## src/rtl/imm_pkg.sv

```systemverilog
// Shared encodings for the immediate generator: format selects, opcodes
// and the funct3 values that mark the immediate-shift instructions.
package imm_pkg;

  typedef enum logic [2:0] {
    OP_ZERO = 3'b000,
    OP_I    = 3'b001,
    OP_S    = 3'b010,
    OP_B    = 3'b011,
    OP_U    = 3'b100,
    OP_J    = 3'b101,
    OP_CSR  = 3'b110,
    OP_ZIMM = 3'b111
  } imm_op_e;

  localparam logic [6:0] OPC_OP_IMM    = 7'b0010011;
  localparam logic [6:0] OPC_OP_IMM_32 = 7'b0011011;

  localparam logic [2:0] F3_SLL = 3'b001;
  localparam logic [2:0] F3_SRX = 3'b101;

  function automatic logic is_shift_f3(input logic [2:0] f3);
    return (f3 == F3_SLL) || (f3 == F3_SRX);
  endfunction

endpackage

```

## src/rtl/imm_gen_core.sv

```systemverilog
// Combinational immediate decode: selects the RV immediate format, handles
// the shift-amount special cases and flags encodings illegal for XLEN.
module imm_gen_core
  import imm_pkg::*;
#(
  parameter int XLEN = 64
) (
  input  logic [2:0]      op,
  input  logic [31:0]     inst,
  output logic [XLEN-1:0] imm,
  output logic            illegal
);

  logic [6:0] opcode;
  logic       shift_f3;

  function automatic logic [XLEN-1:0] sext32(input logic [31:0] v);
    logic signed [31:0] s;
    s = v;
    return XLEN'(s);
  endfunction

  assign opcode   = inst[6:0];
  assign shift_f3 = is_shift_f3(inst[14:12]);

  always_comb begin
    imm     = '0;
    illegal = 1'b0;
    case (imm_op_e'(op))
      OP_I: begin
        if (opcode == OPC_OP_IMM && shift_f3) begin
          // RV32 has only 5 shamt bits; bit 25 set is a reserved encoding
          if (XLEN == 64) begin
            imm = XLEN'(inst[25:20]);
          end else begin
            imm     = XLEN'(inst[24:20]);
            illegal = inst[25];
          end
        end else if (opcode == OPC_OP_IMM_32 && shift_f3) begin
          imm     = XLEN'(inst[24:20]);
          illegal = inst[25];
        end else begin
          imm = sext32({{20{inst[31]}}, inst[31:20]});
        end
      end
      OP_S:    imm = sext32({{20{inst[31]}}, inst[31:25], inst[11:7]});
      OP_B:    imm = sext32({{19{inst[31]}}, inst[31], inst[7], inst[30:25], inst[11:8], 1'b0});
      OP_U:    imm = sext32({inst[31:12], 12'b0});
      OP_J:    imm = sext32({{11{inst[31]}}, inst[31], inst[19:12], inst[20], inst[30:21], 1'b0});
      OP_CSR:  imm = XLEN'(inst[31:20]);
      OP_ZIMM: imm = XLEN'(inst[19:15]);
      default: imm = '0;
    endcase
    // W-form instructions do not exist on a 32-bit datapath
    if (XLEN == 32 && opcode == OPC_OP_IMM_32) illegal = 1'b1;
  end

endmodule

```

## src/rtl/imm_gen_pipe.sv

```systemverilog
// Registered immediate generator with a main/skid register pair so that
// in_ready depends only on state while sustaining one result per cycle.
module imm_gen_pipe
  import imm_pkg::*;
#(
  parameter int XLEN  = 64,
  parameter int TAG_W = 5
) (
  input  logic             clk,
  input  logic             rstn,
  input  logic             in_valid,
  output logic             in_ready,
  input  logic [2:0]       in_op,
  input  logic [31:0]      in_inst,
  input  logic [TAG_W-1:0] in_tag,
  output logic             out_valid,
  input  logic             out_ready,
  output logic [XLEN-1:0]  out_imm,
  output logic [TAG_W-1:0] out_tag,
  output logic             out_illegal
);

  typedef struct packed {
    logic [XLEN-1:0]  imm;
    logic [TAG_W-1:0] tag;
    logic             illegal;
  } ent_t;

  ent_t new_e;
  ent_t main_q, main_d;
  ent_t skid_q, skid_d;
  logic rdy_q, rdy_d;
  logic mv_q, mv_d;
  logic sv_q, sv_d;
  logic acc, deq;

  imm_gen_core #(.XLEN(XLEN)) u_core (
    .op      (in_op),
    .inst    (in_inst),
    .imm     (new_e.imm),
    .illegal (new_e.illegal)
  );
  assign new_e.tag = in_tag;

  // rdy_q keeps in_ready low during reset and raises it on the first edge after
  assign in_ready = rdy_q & ~sv_q;
  assign acc      = in_valid & in_ready;
  assign deq      = mv_q & out_ready;

  always_comb begin
    rdy_d  = 1'b1;
    mv_d   = mv_q;
    sv_d   = sv_q;
    main_d = main_q;
    skid_d = skid_q;
    if (deq) begin
      if (sv_q) begin
        main_d = skid_q;
        sv_d   = 1'b0;
      end else if (acc) begin
        main_d = new_e;
      end else begin
        mv_d = 1'b0;
      end
    end else if (acc) begin
      if (!mv_q) begin
        main_d = new_e;
        mv_d   = 1'b1;
      end else begin
        skid_d = new_e;
        sv_d   = 1'b1;
      end
    end
  end

  always_ff @(posedge clk or negedge rstn) begin
    if (!rstn) begin
      rdy_q  <= 1'b0;
      mv_q   <= 1'b0;
      sv_q   <= 1'b0;
      main_q <= '0;
      skid_q <= '0;
    end else begin
      rdy_q  <= rdy_d;
      mv_q   <= mv_d;
      sv_q   <= sv_d;
      main_q <= main_d;
      skid_q <= skid_d;
    end
  end

  assign out_valid   = mv_q;
  assign out_imm     = main_q.imm;
  assign out_tag     = main_q.tag;
  assign out_illegal = main_q.illegal;

endmodule
```

## config.mk

```make
export PLATFORM = sky130hd
export DESIGN_NAME = imm_gen_pipe
export DESIGN_NICKNAME = d
export VERILOG_FILES = /design/src/rtl/imm_pkg.sv /design/src/rtl/imm_gen_core.sv /design/src/rtl/imm_gen_pipe.sv
export SDC_FILE = /design/constraint.sdc
export NUM_CORES = 1
export LEC_CHECK = 0
export CORE_UTILIZATION = 48
export DETAILED_ROUTE_END_ITERATION = 12
export PLACE_DENSITY = 0.91
export SYNTH_ARGS = -nofsm -noshare
export SYNTH_HDL_FRONTEND = slang
export SYNTH_SLANG_ARGS = --single-unit
```

## constraint.sdc

```tcl
create_clock -name clk -period 1.7 [get_ports clk]
set_input_delay 0.34 -clock clk [delete_from_list [all_inputs] [get_ports clk]]
set_output_delay 0.34 -clock clk [all_outputs]
set_load 0.03 [all_outputs]
```

### Word level (Yosys, flattened, before mapping)

Index checks and enable logic that the tools add are counted.

* add/subtract/negate cells: 0
* divide/modulo/power cells: 0
* bitwise gates (word level): 5
* shift operators: 0
* reduce and logical (&&, ||, !) cells: 10
* $lt $le $gt $ge: 0
* mux-type cells: 18
* equal/unequal tests: 14
* multipliers: 0

Operator list (count)
* one-hot mux 64 bit (7 select lines): 1
* two-way mux 70 bit: 5
* two-way mux 64 bit: 2
* equality test 3 bit, second input constant: 5
* equality test 7 x 5 -> 1 bit, second input constant: 2
* two-way mux 1 bit: 10
* AND reduction 3 bit: 3
* equality test 3 x 1 -> 1 bit, second input constant: 2
* equality test 3 x 2 -> 1 bit, second input constant: 2
* nonzero test 2 bit: 3
* != test 2 bit, second input constant: 2
* AND 1 bit: 3
* logical AND 1 bit: 2
* != test 2 x 1 -> 1 bit, second input constant: 1
* NOT 1 bit: 2
* AND reduction 2 bit: 1
* logical OR 1 bit: 1

* input port bits: 44
* word-level logic and storage cells: 56
* bits in read-only memories: 0
* output and inout bits: 72
* latch bits: 0
* flip-flop bits (word level): 143
* RAM bits: 0
* memories kept: 0

### Depth between registers and ports, before layout

Gate-level depths: netlist of the first run.

* depth in word-level cells: 9
* mapped depth: 6

### Cells and area by module

Synthesis of the first run repeated with hierarchy kept, for this count alone.

* cells, all modules: 516
* area total of the unflattened synthesis: 7156.9 um^2

Modules (own cells, without submodules)
* imm_gen_pipe: cells each 387, times used 1, area each 6316.1 um^2
* imm_gen_core: cells each 129, times used 1, area each 840.8 um^2

### Least setup slack after synthesis of the first run

OpenSTA, ideal clock, no wires.

* path type: reg-to-reg
* from: register mv_q (netlist: out_valid)
* to: register main_q, in the netlist out_imm[10]
* slack: 0.025 ns
* path buffers: 2
* stages on the path, launching flop included: 7
* arrival: 1.557 ns
* cell sequence: dfrtp_1 buf_2 and2b_4 a21o_1 buf_2 a22o_1 a21o_1

* word-level cells in the longest chain between the ends: 3

RTL lines
* from (decl): RTL line imm_gen_pipe.sv:33 `logic mv_q, mv_d;`
* from (signal assigned): RTL line imm_gen_pipe.sv:85 `mv_q <= mv_d;`
* AND 1 bit: RTL line imm_gen_pipe.sv:48 `assign deq = mv_q & out_ready;`
* != test 2 x 1 -> 1 bit (no line) / nonzero test 2 bit (equally long branches)
* AND reduction 3 bit (no line)
* to (signal assigned): RTL line imm_gen_pipe.sv:87 `main_q <= main_d;`
* to (decl): RTL line imm_gen_pipe.sv:30 `ent_t main_q, main_d;`

Several ways; a longest one is shown, not always the timed one.
A chain may end at the register's enable or synchronous reset.

### Worst setup path after layout of the first run

* from: input port in_inst[13]
* to: register skid_q[27] in the netlist's numbering

* word-level cells in the longest chain between the ends: 6

RTL lines
* from (decl): RTL line imm_gen_pipe.sv:14 `input logic [31:0] in_inst,`
* equality test 3 x 1 -> 1 bit / equality test 3 bit (equally long branches): RTL line imm_pkg.sv:23 `return (f3 == F3_SLL) || (f3 == F3_SRX);`
* logical OR 1 bit (*): RTL line imm_pkg.sv:23
* logical AND 1 bit: RTL line imm_gen_core.sv:39 `end else if (opcode == OPC_OP_IMM_32 && shift_f3) begin`
* two-way mux 64 bit: RTL line imm_gen_core.sv:39
* two-way mux 64 bit (*): RTL line imm_gen_core.sv:31 `if (opcode == OPC_OP_IMM && shift_f3) begin`
* one-hot mux 64 bit (7 select lines) (*): RTL line imm_gen_core.sv:29 `case (imm_op_e'(op))`
* to (signal assigned): RTL line imm_gen_pipe.sv:88 `skid_q <= skid_d;`
* to (decl): RTL line imm_gen_pipe.sv:31 `ent_t skid_q, skid_d;`

Every way passes the cells marked *; elsewhere a longest branch is shown, timed or not.

==> results of run 1 <==
## state kept, by name, indices dropped and copies added (netlist names)
name / flops
out_illegal: 1
out_imm: 32
out_tag: 5
out_valid: 1
rdy_q: 1
skid_q: 38
sv_q: 1
## where the power goes
part | total, uW | internal, uW | switching [uW] | leakage (uW)
Sequential | 3290 | 2760 | 521 | 0.000951
Combinational | 4970 | 1860 | 3110 | 0.00137
Clock | 1420 | 723 | 701 | 0.0000989
## cells by family after synthesis
kind of cell	after synthesis	synth area share
compound gates	140	0.222
buf+inv	63	0.110
flops	79	0.502
mux	2	0.00572
other cells	1	0.000953
simple gates	120	0.159
## per-layer routing
layer  vias to the layer above  global-route usage  share of wire
met1                      1707               0.343           0.42
met3                        24              0.0452          0.065
met2                       174               0.415           0.49
met5                         -                   0              0
met4                         0              0.0820          0.022
li1                       1620                   -              -
## cell usage in the layout (no fill, tap or decap), drive strengths merged, types with 4 or more instances in the layout
cell / synthesis / layout
a31oi: 7 / 7
nor2: 29 / 29
clkdlybuf4s50: 0 / 41
buf: 44 / 71
a21o: 7 / 7
a22oi: 9 / 9
a21oi: 44 / 44
clkbuf: 12 / 10
and3: 5 / 5
o22ai: 20 / 20
o21ai: 33 / 33
dlygate4sd2: 0 / 39
a22o: 15 / 15
nand2: 53 / 53
nand3: 8 / 8
dfrtp: 79 / 79
and2b: 7 / 7
nor2b: 4 / 4
inv: 6 / 7
## worst paths after layout
path	startpoint	to	slack, ns	cells past startpoint
setup reg to reg	out_valid	out_imm[10]	0.07	4
hold / removal	rstn	out_tag[4]	0.41	2
max in group asynchronous	rstn	skid_q[25]	0.70	3
hold reg to reg	skid_q[1]	skid_q[1]	0.48	2
setup / recovery	in_inst[13]	skid_q[27]	0.01	5
min in group clk	skid_q[1]	skid_q[1]	0.48	2
## critical path, delay by kind of cell
kind / cells / cell delay, ns
compound gates: 2 / 0.57
simple gates: 2 / 0.56
buf+inv: 1 / 0.48
## timing repair
item                                    CTS  global route
pin swaps                                 0             1
endpoints found under the setup margin   39            37
endpoints found under the hold margin    22             0
hold buffers                              1             0
resized for setup                        39             6
## stage by stage
step                      instance area [sq um]  hold WS, ns  setup TNS [ns]  worst slack (ns)
after detailed placement                   5020        0.257          -17.22            -0.314
after floorplan                            3940       0.0444               0            0.0250
after global placement                     5020        0.255          -13.23            -0.237
after global routing                       5200        0.447          -0.532           -0.0488
after CTS                                  5190        0.427               0            0.0373
final                                      5200        0.413               0            0.0134
## cell type report
cell class	instances	share of cell area
clock inverter	6	0.0130
timing repair buffer	153	0.256
tap	102	0.0245
sequential	79	0.380
inverter	6	0.00433
multi-input combinational	263	0.295
clock buffer	10	0.0265
==> load_flow_metrics.sql, run 1 <==
INSERT INTO impl_metrics (metric_group, metric, value, unit) VALUES
('synth', 'yosys_register_bits', '79', ''),
('cts', 'worst_setup_hold_path_clk_slew', '0.09', 'ns'),
('die', 'die_area', '8560', 'sq um'),
('route', 'routed_wirelength', '10300', 'um'),
('synth', 'share_of_the_synthesized_area_in_the_top_cell_type', '0.502', ''),
('cts', 'root_buffer', 'sky130_fd_sc_hd__clkbuf_8', ''),
('placement', 'detailed_place_hpwl', '7370', 'um'),
('synth', 'synth_async_sr_flop_share', '1.00', ''),
('hold_path', 'hold_path.class', 'input pin to asynchronous set/reset pin', ''),
('grt', 'grt_pass1_wl', '16800', 'um'),
('cts', 'cts.sinks', '79', ''),
('sta', 'fmax', '593', 'MHz'),
('job', 'max_cap_viols', '0', ''),
('route', 'route.antenna.remaining_nets', '0', ''),
('final_layout', 'area_growth', '32.2', '%'),
('placement', 'numPortBuffers', '115', ''),
('placement', 'place.detailed.instances', '602', ''),
('synth', 'postSynth.topFlopCell', 'sky130_fd_sc_hd__dfrtp_1', ''),
('sta', 'final.period_utilization', '0.992', ''),
('route', 'routed_via_density', '5.69', ''),
('cts', 'clock_insertion_delay_worst_skew', '0.35', 'ns'),
('pwr', 'pwr_density_cell', '1860', 'nW/um^2'),
('cts', 'cts_setup_buffers', '0', ''),
('die', 'num_io_pins', '116', ''),
('die', 'placeableCoreArea', '7850', 'sq um'),
('final_layout', 'finalCoreUtilization', '0.663', ''),
('sta', 'report.final.setup_viol', '0', ''),
('final_layout', 'post_layout_nonfiller_instances', '619', ''),
('route', 'route.vias.total', '3525', ''),
('cts', 'bufs_on_longest_clock_path', '2', ''),
('final_layout', 'design.final.nets', '556', ''),
('grt', 'globalRouteOverflowTotal', '0', ''),
('critical_path', 'crit_chain', 'clkdlybuf4s50_1 -> and4bb_2 -> a2111o_1 -> and3_4 -> a21oi_1', ''),
('die', 'dieWidth', '92.5', 'um'),
('route', 'router_iterations_before_antenna_repair', '5', ''),
('final_layout', 'multi_input_combinational_cell_area', '1540', 'sq um'),
('synth', 'synth_seq_area_share', '0.502', ''),
('critical_path', 'kind_of_critical_path', 'input pin to register', ''),
('cts', 'total_cts_buffers', '9', ''),
('status', 'outcome', 'complete, no violations', ''),
('route', 'drt_iter0_drc', '320', ''),
('final_layout', 'register_area', '1980', 'sq um'),
('synth', 'syn-instance-count', '405', ''),
('critical_path', 'crit_fanout', '20', ''),
('synth', 'post_synth_edffs', '0', ''),
('grt', 'groute.usage.overall', '0.254', ''),
('sta', 'setup_repair_after_global_routing_missed_its_margin', 'true', ''),
('critical_path', 'critical_path.startpoint_type', 'input pin', ''),
('die', 'start_util', '0.501', ''),
('pwr', 'total_power', '9680', 'uW'),
('pwr', 'vdd_drop_max', '0.000888', 'V'),
('die', 'placementRows', '32', ''),
('final_layout', 'drive_above_1_share', '0.224', ''),
('route', 'drc', '0', ''),
('synth', 'synthDominantAreaCellType', 'sky130_fd_sc_hd__dfrtp_1', ''),
('final_layout', 'antennaDiodeCount', '0', ''),
('synth', 'yosysWarningCount', '0', ''),
('pwr', 'leakage', '0.00242', 'uW'),
('route', 'average_routed_wire_per_standard_cell', '16.6', 'um'),
('sta', 'drv_slew', '0', ''),
('sta', 'report.final.hold_viol_count', '0', ''),
('grt', 'maximum_number_of_pins_on_one_net_before_global_route_repair', '38', ''),
('critical_path', 'critical_path.slowest_cell', 'sky130_fd_sc_hd__clkdlybuf4s50_1', ''),
('synth', 'synthMostInstantiatedCell', 'sky130_fd_sc_hd__dfrtp_1', ''),
('cts', 'cts.htree.levels', '3', ''),
('placement', 'gp_weighted_congestion', '0.857', ''),
('synth', 'ys_top_cells_by_count', 'sky130_fd_sc_hd__dfrtp_1, sky130_fd_sc_hd__nand2_1, sky130_fd_sc_hd__a21oi_1, sky130_fd_sc_hd__o21ai_0, sky130_fd_sc_hd__buf_4', ''),
('grt', 'grt_antenna_before_repair', '0', ''),
('critical_path', 'worstPathRequired', '1.97', 'ns'),
('critical_path', 'timing.critical_path.to_type', 'register', ''),
('synth', 'post_synthesis_cell_area', '3940', 'sq um');
(Power assumes the default switching activity.)
==> run 2: changes to the inputs <==
--- a/config.mk
+++ b/config.mk
@@ -6,6 +6,7 @@
 export NUM_CORES = 1
 export LEC_CHECK = 0
 export CORE_UTILIZATION = 48
+export CTS_CLUSTER_DIAMETER = 50
 export DETAILED_ROUTE_END_ITERATION = 12
 export PLACE_DENSITY = 0.91
 export SYNTH_ARGS = -nofsm -noshare
==> results of run 2 <==
No change in the layout: final DEF, timing and power equal those of run 1.
==> run 3: changes to the inputs <==
==> constraint.sdc (replaced) <==
create_clock -name clk -period 1.7 [get_ports clk]
set_input_delay 0.17 -clock clk [delete_from_list [all_inputs] [get_ports clk]]
set_output_delay 0.17 -clock clk [all_outputs]
set_load 0.03 [all_outputs]
==> run 3 against run 2 <==
Net effect: wire length grew 4.9%; clock-buffer cell count decreased by 1; global-route usage barely moved; highest routed layer unchanged.
==> load_flow_metrics.sql, run 3 (synthesized netlist as in run 1, its figures left out) <==
INSERT INTO impl_metrics (metric_group, metric, value, unit) VALUES
('critical_path', 'crit_fanout', '2', ''),
('pwr', 'pwr_density_cell', '1930', 'nW/um^2'),
('status', 'outcome', 'complete, no violations', ''),
('die', 'num_io_pins', '116', ''),
('critical_path', 'logic_depth_of_the_worst_path_buffers_included', '1', ''),
('route', 'router_iterations_before_antenna_repair', '6', ''),
('sta', 'fmax', '618', 'MHz'),
('final_layout', 'register_area', '1980', 'sq um'),
('final_layout', 'multi_input_combinational_cell_area', '1550', 'sq um'),
('cts', 'clock_insertion_delay_worst_skew', '0.35', 'ns'),
('sta', 'final.period_utilization', '0.952', ''),
('grt', 'maximum_number_of_pins_on_one_net_before_global_route_repair', '43', ''),
('critical_path', 'cp-endpoint', 'out_imm[12]', ''),
('grt', 'first_global_vias', '3445', ''),
('route', 'average_routed_wire_per_standard_cell', '17.5', 'um'),
('pwr', 'total_power', '10100', 'uW'),
('final_layout', 'finalCoreUtilization', '0.668', ''),
('critical_path', 'reg2reg_from', 'sv_q', ''),
('critical_path', 'crit-reg2reg-capture', 'out_imm[0]', ''),
('placement', 'numPortBuffers', '115', ''),
('placement', 'gp_weighted_congestion', '0.875', ''),
('pwr', 'share_seq_of_total_power', '0.331', ''),
('sta', 'drv_slew', '0', ''),
('final_layout', 'largest_reg_flops', '38', ''),
('die', 'height_of_the_chip', '92.5', 'um'),
('critical_path', 'arrival', '1.45', 'ns'),
('critical_path', 'critical_path.startpoint_type', 'register', ''),
('pwr', 'p_clk_frac', '0.142', ''),
('route', 'drt_iter0_drc', '386', ''),
('grt', 'met2_routing_resource_usage_after_global_routing', '0.408', ''),
('grt', 'grt_antenna_before_repair', '0', ''),
('final_layout', 'design.final.nets', '553', ''),
('pwr', 'power.net_switching', '4470', 'uW'),
('die', 'placementRows', '32', ''),
('placement', 'detailed_place_hpwl', '7490', 'um'),
('critical_path', 'critical-path-max-stage-delay', '0.70', 'ns'),
('grt', 'global_route.usage.met3', '0.0386', ''),
('cts', 'cts_setup_buffers', '0', ''),
('pwr', 'internal-power', '5640', 'uW'),
('route', 'routed_wirelength', '10800', 'um'),
('final_layout', 'drive_above_1_share', '0.214', ''),
('cts', 'worst_setup_hold_path_clk_slew', '0.09', 'ns'),
('final_layout', 'register_name_with_the_most_flops', 'skid_q', ''),
('cts', 'cts_tree', 'built', ''),
('critical_path', 'reg2reg_slack', '0.09', 'ns'),
('critical_path', 'crit_chain', 'clkdlybuf4s50_1', ''),
('sta', 'report.final.hold_viol_count', '0', ''),
('pwr', 'power_frac_comb', '0.527', ''),
('die', 'placeableCoreArea', '7850', 'sq um'),
('hold_path', 'hold_path.class', 'input pin to asynchronous set/reset pin', ''),
('cts', 'total_cts_buffers', '9', ''),
('critical_path', 'worstRegToRegCells', '4', ''),
('critical_path', 'worstPathRequired', '1.53', 'ns'),
('grt', 'groute.usage.overall', '0.254', ''),
('sta', 'setup_repair_after_global_routing_missed_its_margin', 'false', ''),
('final_layout', 'finalInstanceArea', '5240', 'sq um'),
('pwr', 'vdd_drop_max', '0.000827', 'V'),
('critical_path', 'critical-path-top-delay-family', 'buffers and inverters', ''),
('final_layout', 'fill_cells', '568', ''),
('critical_path', 'crit_buf_inv', '1', ''),
('critical_path', 'timing.critical_path.to_type', 'output pin', ''),
('cts', 'root_buffer', 'sky130_fd_sc_hd__clkbuf_8', ''),
('pwr', 'p_sw_frac', '0.442', ''),
('cts', 'cts.htree.levels', '3', ''),
('route', 'route.antenna.remaining_nets', '0', ''),
('die', 'start_util', '0.501', ''),
('die', 'dieWidth', '92.5', 'um'),
('route', 'routed_via_density', '5.87', ''),
('final_layout', 'antennaDiodeCount', '0', ''),
('cts', 'cts.sinks', '79', ''),
('route', 'route.vias.total', '3615', ''),
('sta', 'layout_min_cycle_time', '1.62', 'ns'),
('route', 'drc', '0', ''),
('cts', 'bufs_on_longest_clock_path', '2', ''),
('final_layout', 'area_growth', '33.1', '%'),
('final_layout', 'final_cell_mix', 'sky130_fd_sc_hd__clkdlybuf4s50_1, sky130_fd_sc_hd__dfrtp_1, sky130_fd_sc_hd__buf_4', ''),
('sta', 'worst_clock_skew', '0.00642', 'ns'),
('critical_path', 'crit_path_start', 'out_imm[12]', ''),
('grt', 'grt.met1_usage', '0.333', ''),
('job', 'max_cap_viols', '0', ''),
('grt', 'grt_pass1_wl', '16800', 'um'),
('sta', 'setup_total_negative_slack', '0', 'ns'),
('sta', 'report.final.setup_viol', '0', ''),
('grt', 'top_usage_layer', 'met2', ''),
('critical_path', 'critical_path.slowest_cell', 'sky130_fd_sc_hd__clkdlybuf4s50_1', ''),
('pwr', 'leakage', '0.00235', 'uW'),
('final_layout', 'layout_commonest_cell', 'sky130_fd_sc_hd__clkdlybuf4s50_1', ''),
('critical_path', 'kind_of_critical_path', 'register to output pin', ''),
('die', 'die_area', '8560', 'sq um'),
('grt', 'globalRouteOverflowTotal', '0', ''),
('placement', 'dpl-instance-area', '5000', 'sq um');
run 3: worst min-delay path by stage:
stage,endpoint,startpoint
global placement,out_tag[3],rstn
global route,skid_q[3],rstn
CTS,out_tag[2],rstn
floorplan,out_illegal,rstn
finish,out_tag[3],rstn
detailed placement,out_tag[2],rstn
run 3: power by group through the flow:
stage / clock (uW) / combinational, uW / sequential (uW)
2_1_floorplan: 0 / 2800 / 4160
3_3_place_gp: 0 / 5140 / 3290
3_5_place_dp: 0 / 5270 / 3340
4_1_cts: 1430 / 5310 / 3330
5_1_grt: 1510 / 5650 / 3440
6_report: 1430 / 5330 / 3350
run 3: what timing repair did:
item | in CTS | in global routing
endpoints found under the hold margin | 69 | 0
gates cloned | 0 | 1
resized for setup | 2 | 4
pin swaps | 0 | 1
endpoints found under the setup margin | 2 | 10
hold buffers | 1 | 0
run 3: layout make-up:
class / instances / share of cell area
flip-flops and latches: 79 / 0.378
multi-input cells: 264 / 0.295
repair buffers: 149 / 0.260
well taps: 102 / 0.0244
clock buffers: 9 / 0.0236
clock inverters: 7 / 0.0150
inverters: 6 / 0.00430
run 3: routing by layer:
layer	part of all wire	wire, um
met1	0.40	4290
met2	0.48	5210
met3	0.077	826
met4	0.042	452
met5	0	0
run 3: through the flow:
step,hold slack (ns),cells,setup slack (ns)
2_1_floorplan,-0.126,405,0.0250
3_3_place_gp,0.0315,598,-0.0665
3_5_place_dp,0.0363,598,-0.125
4_1_cts,0.197,615,0.0749
5_1_grt,0.205,616,0.00756
6_report,0.189,616,0.0813
